File: src/rtl/scroll_ctrl_if.sv
// Control/status bundle between the frame timing + button side and the scroll controller.
interface scroll_ctrl_if #(
  parameter int OFS_W = 10
);
  logic             frame_tick;
  logic             btn_left;
  logic             btn_right;
  logic             btn_pause;
  logic             auto_en;
  logic [2:0]       speed;
  logic [OFS_W-1:0] h_offset;
  logic             dir;
  logic             paused;
  logic             offset_upd;

  modport master (
    output frame_tick, btn_left, btn_right, btn_pause, auto_en, speed,
    input  h_offset, dir, paused, offset_upd
  );

  modport slave (
    input  frame_tick, btn_left, btn_right, btn_pause, auto_en, speed,
    output h_offset, dir, paused, offset_upd
  );
endinterface

File: src/rtl/scroll_ctrl.sv
// Frame-rate scroll controller: button sync/debounce, RUN/PAUSED FSM and a per-frame
// wrapping horizontal offset accumulator.
module scroll_ctrl #(
  parameter int OFS_W      = 10,
  parameter int DEB_FRAMES = 4
) (
  input  logic         clk,
  input  logic         rst,
  scroll_ctrl_if.slave bus
);

  typedef enum logic {
    RUN    = 1'b0,
    PAUSED = 1'b1
  } state_e;

  localparam logic [3:0] DEB_LAST = 4'(DEB_FRAMES - 1);

  // Button bit order everywhere: 0 = left, 1 = right, 2 = pause.
  logic [2:0]       btn_raw;
  logic [2:0]       sync1_q, sync2_q;
  logic [2:0]       deb_q, deb_d;
  logic [2:0][3:0]  cnt_q, cnt_d;
  logic [2:0]       press;
  state_e           state_q, state_d;
  logic [OFS_W-1:0] h_offset_q, h_offset_d;
  logic             dir_q, dir_d;
  logic             upd_q, upd_d;
  logic [OFS_W-1:0] step;
  logic             left_p, right_p, pause_p;

  assign btn_raw = {bus.btn_pause, bus.btn_right, bus.btn_left};
  assign step    = OFS_W'(bus.speed);

  // Debounce counters advance only on frame_tick; a press is a 0->1 flip on that tick.
  always_comb begin
    deb_d = deb_q;
    cnt_d = cnt_q;
    press = '0;
    if (bus.frame_tick) begin
      for (int i = 0; i < 3; i++) begin
        if (sync2_q[i] != deb_q[i]) begin
          if (cnt_q[i] == DEB_LAST) begin
            deb_d[i] = ~deb_q[i];
            cnt_d[i] = '0;
            press[i] = ~deb_q[i];
          end else begin
            cnt_d[i] = cnt_q[i] + 4'd1;
          end
        end else begin
          cnt_d[i] = '0;
        end
      end
    end
  end

  assign left_p  = press[0];
  assign right_p = press[1];
  assign pause_p = press[2];

  always_comb begin
    dir_d      = dir_q;
    state_d    = state_q;
    upd_d      = 1'b0;
    h_offset_d = h_offset_q;
    if (left_p && !right_p) begin
      dir_d = 1'b1;
    end else if (right_p && !left_p) begin
      dir_d = 1'b0;
    end
    if (bus.frame_tick) begin
      case (state_q)
        RUN: begin
          if (pause_p) begin
            state_d = PAUSED;
          end else if (bus.auto_en) begin
            upd_d = 1'b1;
          end
        end
        PAUSED: begin
          if (pause_p) begin
            state_d = RUN;
          end else if (left_p ^ right_p) begin
            upd_d = 1'b1;
          end
        end
        default: state_d = RUN;
      endcase
    end
    // Truncation to OFS_W bits provides wrap in both directions.
    if (upd_d) begin
      h_offset_d = dir_d ? (h_offset_q - step) : (h_offset_q + step);
    end
  end

  always_ff @(posedge clk or posedge rst) begin
    if (rst) begin
      sync1_q    <= '0;
      sync2_q    <= '0;
      deb_q      <= '0;
      cnt_q      <= '0;
      state_q    <= RUN;
      h_offset_q <= '0;
      dir_q      <= 1'b0;
      upd_q      <= 1'b0;
    end else begin
      sync1_q    <= btn_raw;
      sync2_q    <= sync1_q;
      deb_q      <= deb_d;
      cnt_q      <= cnt_d;
      state_q    <= state_d;
      h_offset_q <= h_offset_d;
      dir_q      <= dir_d;
      upd_q      <= upd_d;
    end
  end

  assign bus.h_offset   = h_offset_q;
  assign bus.dir        = dir_q;
  assign bus.paused     = (state_q == PAUSED);
  assign bus.offset_upd = upd_q;

endmodule

File: src/flat_wrapper.sv
// flat-port wrapper written by rule: the top's interface ports become plain ports
module scroll_ctrl_flat 
#(
  parameter int OFS_W      = 10,
  parameter int DEB_FRAMES = 4
)
  (clk, rst, bus_frame_tick, bus_btn_left, bus_btn_right, bus_btn_pause, bus_auto_en, bus_speed, bus_h_offset, bus_dir, bus_paused, bus_offset_upd);
  scroll_ctrl_if #(.OFS_W(OFS_W)) bus_i ();
  input  logic clk;
  input  logic rst;
  input wire logic [$bits(bus_i.frame_tick)-1:0] bus_frame_tick;
  input wire logic [$bits(bus_i.btn_left)-1:0] bus_btn_left;
  input wire logic [$bits(bus_i.btn_right)-1:0] bus_btn_right;
  input wire logic [$bits(bus_i.btn_pause)-1:0] bus_btn_pause;
  input wire logic [$bits(bus_i.auto_en)-1:0] bus_auto_en;
  input wire logic [$bits(bus_i.speed)-1:0] bus_speed;
  output wire logic [$bits(bus_i.h_offset)-1:0] bus_h_offset;
  output wire logic [$bits(bus_i.dir)-1:0] bus_dir;
  output wire logic [$bits(bus_i.paused)-1:0] bus_paused;
  output wire logic [$bits(bus_i.offset_upd)-1:0] bus_offset_upd;
  assign bus_i.frame_tick = bus_frame_tick;
  assign bus_i.btn_left = bus_btn_left;
  assign bus_i.btn_right = bus_btn_right;
  assign bus_i.btn_pause = bus_btn_pause;
  assign bus_i.auto_en = bus_auto_en;
  assign bus_i.speed = bus_speed;
  assign bus_h_offset = bus_i.h_offset;
  assign bus_dir = bus_i.dir;
  assign bus_paused = bus_i.paused;
  assign bus_offset_upd = bus_i.offset_upd;
  scroll_ctrl #(.OFS_W(OFS_W), .DEB_FRAMES(DEB_FRAMES)) u_core (.clk(clk), .rst(rst), .bus(bus_i));
endmodule
File: config.mk
export PLATFORM = sky130hd
export DESIGN_NAME = scroll_ctrl_flat
export DESIGN_NICKNAME = d
export VERILOG_FILES = /design/src/rtl/scroll_ctrl_if.sv /design/src/rtl/scroll_ctrl.sv /design/src/flat_wrapper.sv
export SDC_FILE = /design/constraint.sdc
export NUM_CORES = 1
export LEC_CHECK = 0
export BUFFER_PORTS_ARGS = -buffer_cell sky130_fd_sc_hd__buf_2
export CAP_MARGIN = 20
export CORE_UTILIZATION = 60
export CTS_BUF_LIST = sky130_fd_sc_hd__clkbuf_8
export DETAILED_ROUTE_END_ITERATION = 10
export GPL_ROUTABILITY_DRIVEN = 0
export GPL_TIMING_DRIVEN = 0
export PLACE_DENSITY = 0.93
export SLEW_MARGIN = 20
export SYNTH_ARGS = -nofsm -noshare
export SYNTH_HDL_FRONTEND = slang
export SYNTH_SLANG_ARGS = --single-unit
File: constraint.sdc
create_clock -name clk -period 7.15 [get_ports clk]
set_input_delay 1.0725 -clock clk [delete_from_list [all_inputs] [get_ports clk]]
set_output_delay 1.0725 -clock clk [all_outputs]
set_load 0.005 [all_outputs]
# After elaboration in Yosys (flattened, before gate mapping)

Index checks and enable logic that the tools add are counted.

$add $sub $neg: 5
Eq/ne operators: 6
Mux-type cells: 25
Bitwise gates (word level): 5
Reductions and logical operators: 7

Operator list:

| operator                                      | count |
|---|---|
| two-way mux 4 bit                             | 6 |
| two-way mux 1 bit                             | 15 |
| adder 4 x 1 -> 4 bit, second input constant   | 3 |
| == test 4 x 2 -> 1 bit, second input constant | 3 |
| adder 10 x 3 -> 10 bit                        | 1 |
| two-way mux 10 bit                            | 1 |
| subtractor 10 x 3 -> 10 bit                   | 1 |
| AND reduction 3 bit                           | 3 |
| inverter 1 bit                                | 4 |
| case mux 1 bit (2 select lines)               | 2 |
| two-way mux 3 bit                             | 1 |
| inequality test 1 bit                         | 3 |
| logical AND 1 bit                             | 2 |
| logical NOT 1 bit                             | 2 |
| XOR 1 bit                                     | 1 |

Bits in registers: 34
Input bits: 10
Logic and storage cells: 60

# Depth between registers and ports, before layout

Depth after elaboration: 9
Gate-level depth with buffers: 19
Mapped depth without buffers: 19

# Worst setup path before layout

Ideal clock, no wire load.

Path type: input to register
Start point: input bus_frame_tick
End point: register u_core.h_offset_q[9], in the netlist u_core.bus.h_offset[9]
Library setup time: 0.079 ns
Arrival time: 3.630 ns
Setup slack: 3.441 ns
Cell stages on the path: 14
Buffers on the path: 0
Cell sequence: nand2_1 nor4b_1 inv_1 ha_1 a21oi_1 o31a_1 inv_1 ha_1 a21o_1 a21oi_2 a21oi_1 or3_1 a21oi_2 xor2_1

Longest elaborated chain between the ends: 6
Elaborated cells between the ends (all ways): 14

RTL lines:

| item                                                                 | line                                 | source |
|---|---|---|
| from (decl)                                                          | flat_wrapper.sv:11                   | `input wire logic [$bits(bus_i.frame_tick)-1:0] bus_frame_tick;` |
| two-way mux 3 bit                                                    | scroll_ctrl.sv:40                    | `if (bus.frame_tick) begin` |
| XOR 1 bit or logical NOT 1 bit (tied branches)                       | scroll_ctrl.sv:83, scroll_ctrl.sv:68 |  |
| two-way mux 1 bit or logical AND 1 bit (tied branches)               | scroll_ctrl.sv:83, scroll_ctrl.sv:68 |  |
| two-way mux 1 bit (on tied branches)                                 | scroll_ctrl.sv:81, scroll_ctrl.sv:68 |  |
| case mux 1 bit (2 select lines) or two-way mux 1 bit (tied branches) | scroll_ctrl.sv:72, scroll_ctrl.sv:66 |  |
| two-way mux 1 bit or two-way mux 10 bit (tied branches)              | scroll_ctrl.sv:71, scroll_ctrl.sv:92 |  |
| to (signal assigned)                                                 | scroll_ctrl.sv:112                   | `h_offset_q <= h_offset_d;` |
| to (decl)                                                            | scroll_ctrl.sv:26                    | `logic [OFS_W-1:0] h_offset_q, h_offset_d;` |

Parallel ways exist; a longest one is shown, timed or not.
A chain may end at the register's enable or synchronous reset.

# Worst setup path after layout

Ends and elaborated chain as after synthesis.

==> Implementation_results.wiki <==
{| class="wikitable"
! Metric !! Value
|-
| Outcome || complete, no violations
|-
| Effective utilization at floorplan || 62.69%
|-
| Final hold slack || 352.7 ps
|-
| Yosys top cell area share || 44.83%
|-
| Post-synthesis register bit count || 34
|-
| Max cap viols || 0
|-
| Global router's overall resource usage || 24.70%
|-
| Dominant cells by area after synthesis || sky130_fd_sc_hd__dfrtp_1 45%, sky130_fd_sc_hd__ha_1 11%, sky130_fd_sc_hd__o21ai_0 6.6%
|-
| Input/output buffers || 22
|-
| Unique cell type count in the Yosys netlist || 34
|-
| Worst clock skew || 4.557 ps
|-
| Power density relative to cell area || 415.0 nW/µm²
|-
| Fin. Hold Viols || 0
|-
| Horizontal extent of the die || 58.25 µm
|-
| Clock transition at the registers of the reported paths || 60 ps
|-
| Quantity of hold-fixing buffers added after cts || 0
|-
| Syn_nets || 222
|-
| Count of warnings emitted by yosys || 0
|-
| Wire length of the first global-routing pass || 6058 µm
|-
| CTS root buf || sky130_fd_sc_hd__clkbuf_8
|-
| Max-slew violations || 0
|-
| Clock latency reported for the late side of the worst-skew pair || 290 ps
|-
| Clock buffers created by TritonCTS || 5
|-
| Average size of a mapped cell || 9.734 µm²
|-
| Worst IR Drop VDD || 0.2614 mV
|-
| Post-synth top area cell || sky130_fd_sc_hd__dfrtp_1
|-
| Area of the placeable core || 3028 µm²
|-
| Remaining max-slew budget at the tightest pin || 53.59%
|-
| Number of rows in the core area || 20
|-
| Total via count after detailed routing || 1509
|-
| CTS Sinks || 34
|-
| Classification of the worst setup path || in -> reg
|-
| Nets@finish || 251
|-
| Average detailed-routed wire length per instance || 14.22 µm
|-
| Post-cts sizing count || 0
|-
| Fraction of registers with async set or reset after synthesis || 100.0%
|-
| Total length of routed wires || 3810 µm
|-
| Number of enable-type register cells in the synthesized netlist || 0
|-
| Leak pwr || 1.072 nW
|-
| Minimum clock period || 4048 ps
|-
| Antenna-violating nets left || 0
|-
| Final period util || 56.62%
|-
| Ratio of cells with drive above 1 in the final layout || 16.07%
|-
| Timing-limited maximum frequency || 247.0 MHz
|-
| DIE AREA || 3392 µm²
|-
| Die Height || 58.25 µm
|-
| Detailed-routing iteration count for the pre-antenna-repair pass || 4
|-
| CP required || 7360 ps
|-
| Buffers inserted during post-CTS setup optimization || 0
|-
| Flip-flop cell with the highest count after synthesis || sky130_fd_sc_hd__dfrtp_1
|-
| Violation count after the first detailed-routing iteration || 109
|-
| Final setup fails || 0
|-
| CP max stage delay || 410 ps
|-
| Cells traversed along the worst timing path || buf_2 -> nand2_1 -> nor4b_1 -> inv_1 -> ha_1 -> a21oi_1 -> o31a_1 -> inv_1 -> ha_1 -> a21o_1 -> a21oi_2 -> a21oi_1 -> or3_1 -> a21oi_2 -> xor2_1
|-
| Type of the tightest min-delay check || reg -> reg
|-
| Sequential element share of the synthesized area || 44.83%
|-
| Count of boundary I/O pins || 23
|-
| Kind of end point of the critical path || flip-flop
|-
| Post-synthesis cell area || 1898 µm²
|-
| Pin count of the biggest net entering global routing || 35
|-
| Area growth from synthesis to layout || 12.72%
|-
| Post-synthesis instance total || 195
|-
| TritonCTS clock tree || yes
|-
| Cell class contributing the biggest share of worst-path delay || compound AO/OA/AOI/OAI gates
|-
| Number of global-route vias before repair || 1365
|-
| # H-tree levels || 2
|-
| Initial antenna violation count || 0
|-
| Slowest cell on the critical path || sky130_fd_sc_hd__nor4b_1
|-
| Sum of negative setup slack || 0 ps
|-
| DR vias/cell || 5.631
|-
| Grt total ovfl || 0
|-
| Detailed placement HPWL || 2746 µm
|-
| Diode insertion count for antenna repair || 0
|-
| Setup repair after global routing missed its margin || false
|-
| Number of buffers on the longest clock path || 2
|-
| Overall Power || 0.0008879 W
|-
| Buffers & Inverters on Critical Path || 3
|-
| Transition time at the pin with the least slew margin || 695.1 ps
|-
| Kind of launch point of the worst setup path || input pin
|-
| Critical-path maximum fanout || 7
|-
| DRC violation count after routing || 0
|-
| Data arrival time of the worst path || 4260 ps
|}
==> routing by layer <==
| metal | vias to the layer above | share of wire [%] | GRT usage, % | routed length [µm] |
|---|---|---|---|---|
| li1 | 731 | - | - | - |
| met1 | 712 | 45 | 30.28 | 1708 |
| met2 | 52 | 47 | 38.26 | 1792 |
| met3 | 14 | 5.0 | 8.259 | 190 |
| met4 | 0 | 3.1 | 13.95 | 118 |
| met5 | - | 0 | 0 | 0 |
==> registers in the layout, indices dropped and copies added, names as in the netlist <==
signal / count
u_core.bus.paused: 1
u_core.sync2_q: 3
u_core.bus.dir: 1
u_core.deb_q: 3
u_core.bus.offset_upd: 1
u_core.bus.h_offset: 10
u_core.sync1_q: 3
u_core.cnt_q: 12
==> worst paths after layout <==
path	startpoint	endpoint	slack (ps)	cells past startpoint
worst max-delay path	bus_frame_tick	u_core.bus.h_offset[9]$_DFFE_PP0P_	3100	15
worst min-delay path	u_core.sync1_q[2]$_DFF_PP0_	u_core.sync2_q[2]$_DFF_PP0_	350	0
worst max register to register	u_core.cnt_q[4]$_DFFE_PP0P_	u_core.bus.h_offset[9]$_DFFE_PP0P_	3300	17
worst min register to register	u_core.sync1_q[2]$_DFF_PP0_	u_core.sync2_q[2]$_DFF_PP0_	350	0
max in group asynchronous	rst	u_core.cnt_q[5]$_DFFE_PP0P_	5810	2
min in group asynchronous	rst	u_core.sync2_q[2]$_DFF_PP0_	890	2
==> stage by stage <==
stage / cells / util [%] / cell area (µm²) / setup WS (ps)
final: 268 / 70.66 / 2140 / 3102
after detailed placement: 261 / 68.14 / 2063 / 2848
after floorplan: 195 / - / 1898 / 3441
after global placement: 261 / 68.14 / 2063 / 3006
after global routing: 268 / 70.66 / 2140 / 2891
after CTS: 268 / 70.66 / 2140 / 3151
==> cells in the mapped netlist (4+ instances only) <==
| master | count |
|---|---|
| sky130_fd_sc_hd__nand2_1 | 23 |
| sky130_fd_sc_hd__dfrtp_1 | 34 |
| sky130_fd_sc_hd__xnor2_1 | 4 |
| sky130_fd_sc_hd__xor2_1 | 8 |
| sky130_fd_sc_hd__mux2i_1 | 4 |
| sky130_fd_sc_hd__o21ai_0 | 25 |
| sky130_fd_sc_hd__ha_1 | 16 |
| sky130_fd_sc_hd__inv_1 | 22 |
| sky130_fd_sc_hd__nor2_1 | 4 |
| sky130_fd_sc_hd__a21oi_1 | 6 |
| sky130_fd_sc_hd__nand3_1 | 9 |
==> worst register-to-register path, cell delays in order, from the launching register on <==
cell and delay (ps):
sky130_fd_sc_hd__dfrtp_1 400, sky130_fd_sc_hd__ha_1 180, sky130_fd_sc_hd__inv_1 50, sky130_fd_sc_hd__nor2_1 120, sky130_fd_sc_hd__nand2_1 80, sky130_fd_sc_hd__nor4b_1 410
sky130_fd_sc_hd__inv_1 90, sky130_fd_sc_hd__ha_1 210, sky130_fd_sc_hd__a21oi_1 390, sky130_fd_sc_hd__o31a_1 290, sky130_fd_sc_hd__inv_1 110, sky130_fd_sc_hd__ha_1 350
sky130_fd_sc_hd__a21o_1 190, sky130_fd_sc_hd__a21oi_2 150, sky130_fd_sc_hd__a21oi_1 90, sky130_fd_sc_hd__or3_1 370, sky130_fd_sc_hd__a21oi_2 150, sky130_fd_sc_hd__xor2_1 160
==> cell families after synthesis <==
group | count (synthesis) | share of synthesized area [%]
AOI/OAI and AO/OA | 47 | 15.03
buffers and inverters | 26 | 5.274
muxes | 7 | 3.889
and+or+nand+nor | 52 | 13.84
xor gates and xnor gates | 12 | 5.537
adders and majority gates | 17 | 11.60
DFF | 34 | 44.83
==> power by group <==
group          internal, W  switching, W  leakage (nW)
Clock            0.0000641     0.0000669        0.0466
Sequential        0.000258     0.0000588         0.430
Combinational     0.000195      0.000245         0.595
Total             0.000517      0.000371          1.07
==> placed cells by master (no fill, tap or decap), types with 3 or more instances in the layout <==
master,netlist,final
sky130_fd_sc_hd__o311ai_0,3,3
sky130_fd_sc_hd__o31ai_1,3,3
sky130_fd_sc_hd__and3_1,3,3
sky130_fd_sc_hd__a21oi_1,6,6
sky130_fd_sc_hd__xor2_1,8,8
sky130_fd_sc_hd__dfrtp_1,34,34
sky130_fd_sc_hd__o21ai_0,25,25
sky130_fd_sc_hd__ha_1,16,16
sky130_fd_sc_hd__mux2_2,3,3
sky130_fd_sc_hd__nor2_1,4,4
sky130_fd_sc_hd__mux2i_1,4,4
sky130_fd_sc_hd__nand2b_1,3,3
sky130_fd_sc_hd__clkbuf_8,0,5
sky130_fd_sc_hd__nand2_1,23,23
sky130_fd_sc_hd__nand3_1,9,9
sky130_fd_sc_hd__inv_1,22,23
sky130_fd_sc_hd__buf_2,2,24
sky130_fd_sc_hd__xnor2_1,4,4
==> cell type report <==
cell class | instances | area, µm²
tap | 44 | 55.05
clock buffer | 5 | 68.82
clock inverter | 2 | 7.507
buffer | 4 | 17.52
timing repair buffer | 22 | 110.1
sequential | 34 | 850.8
fill | 227 | 888.4
multi-input combinational | 135 | 947.2
inverter | 22 | 82.58
Power figures use the tool's default switching activity.
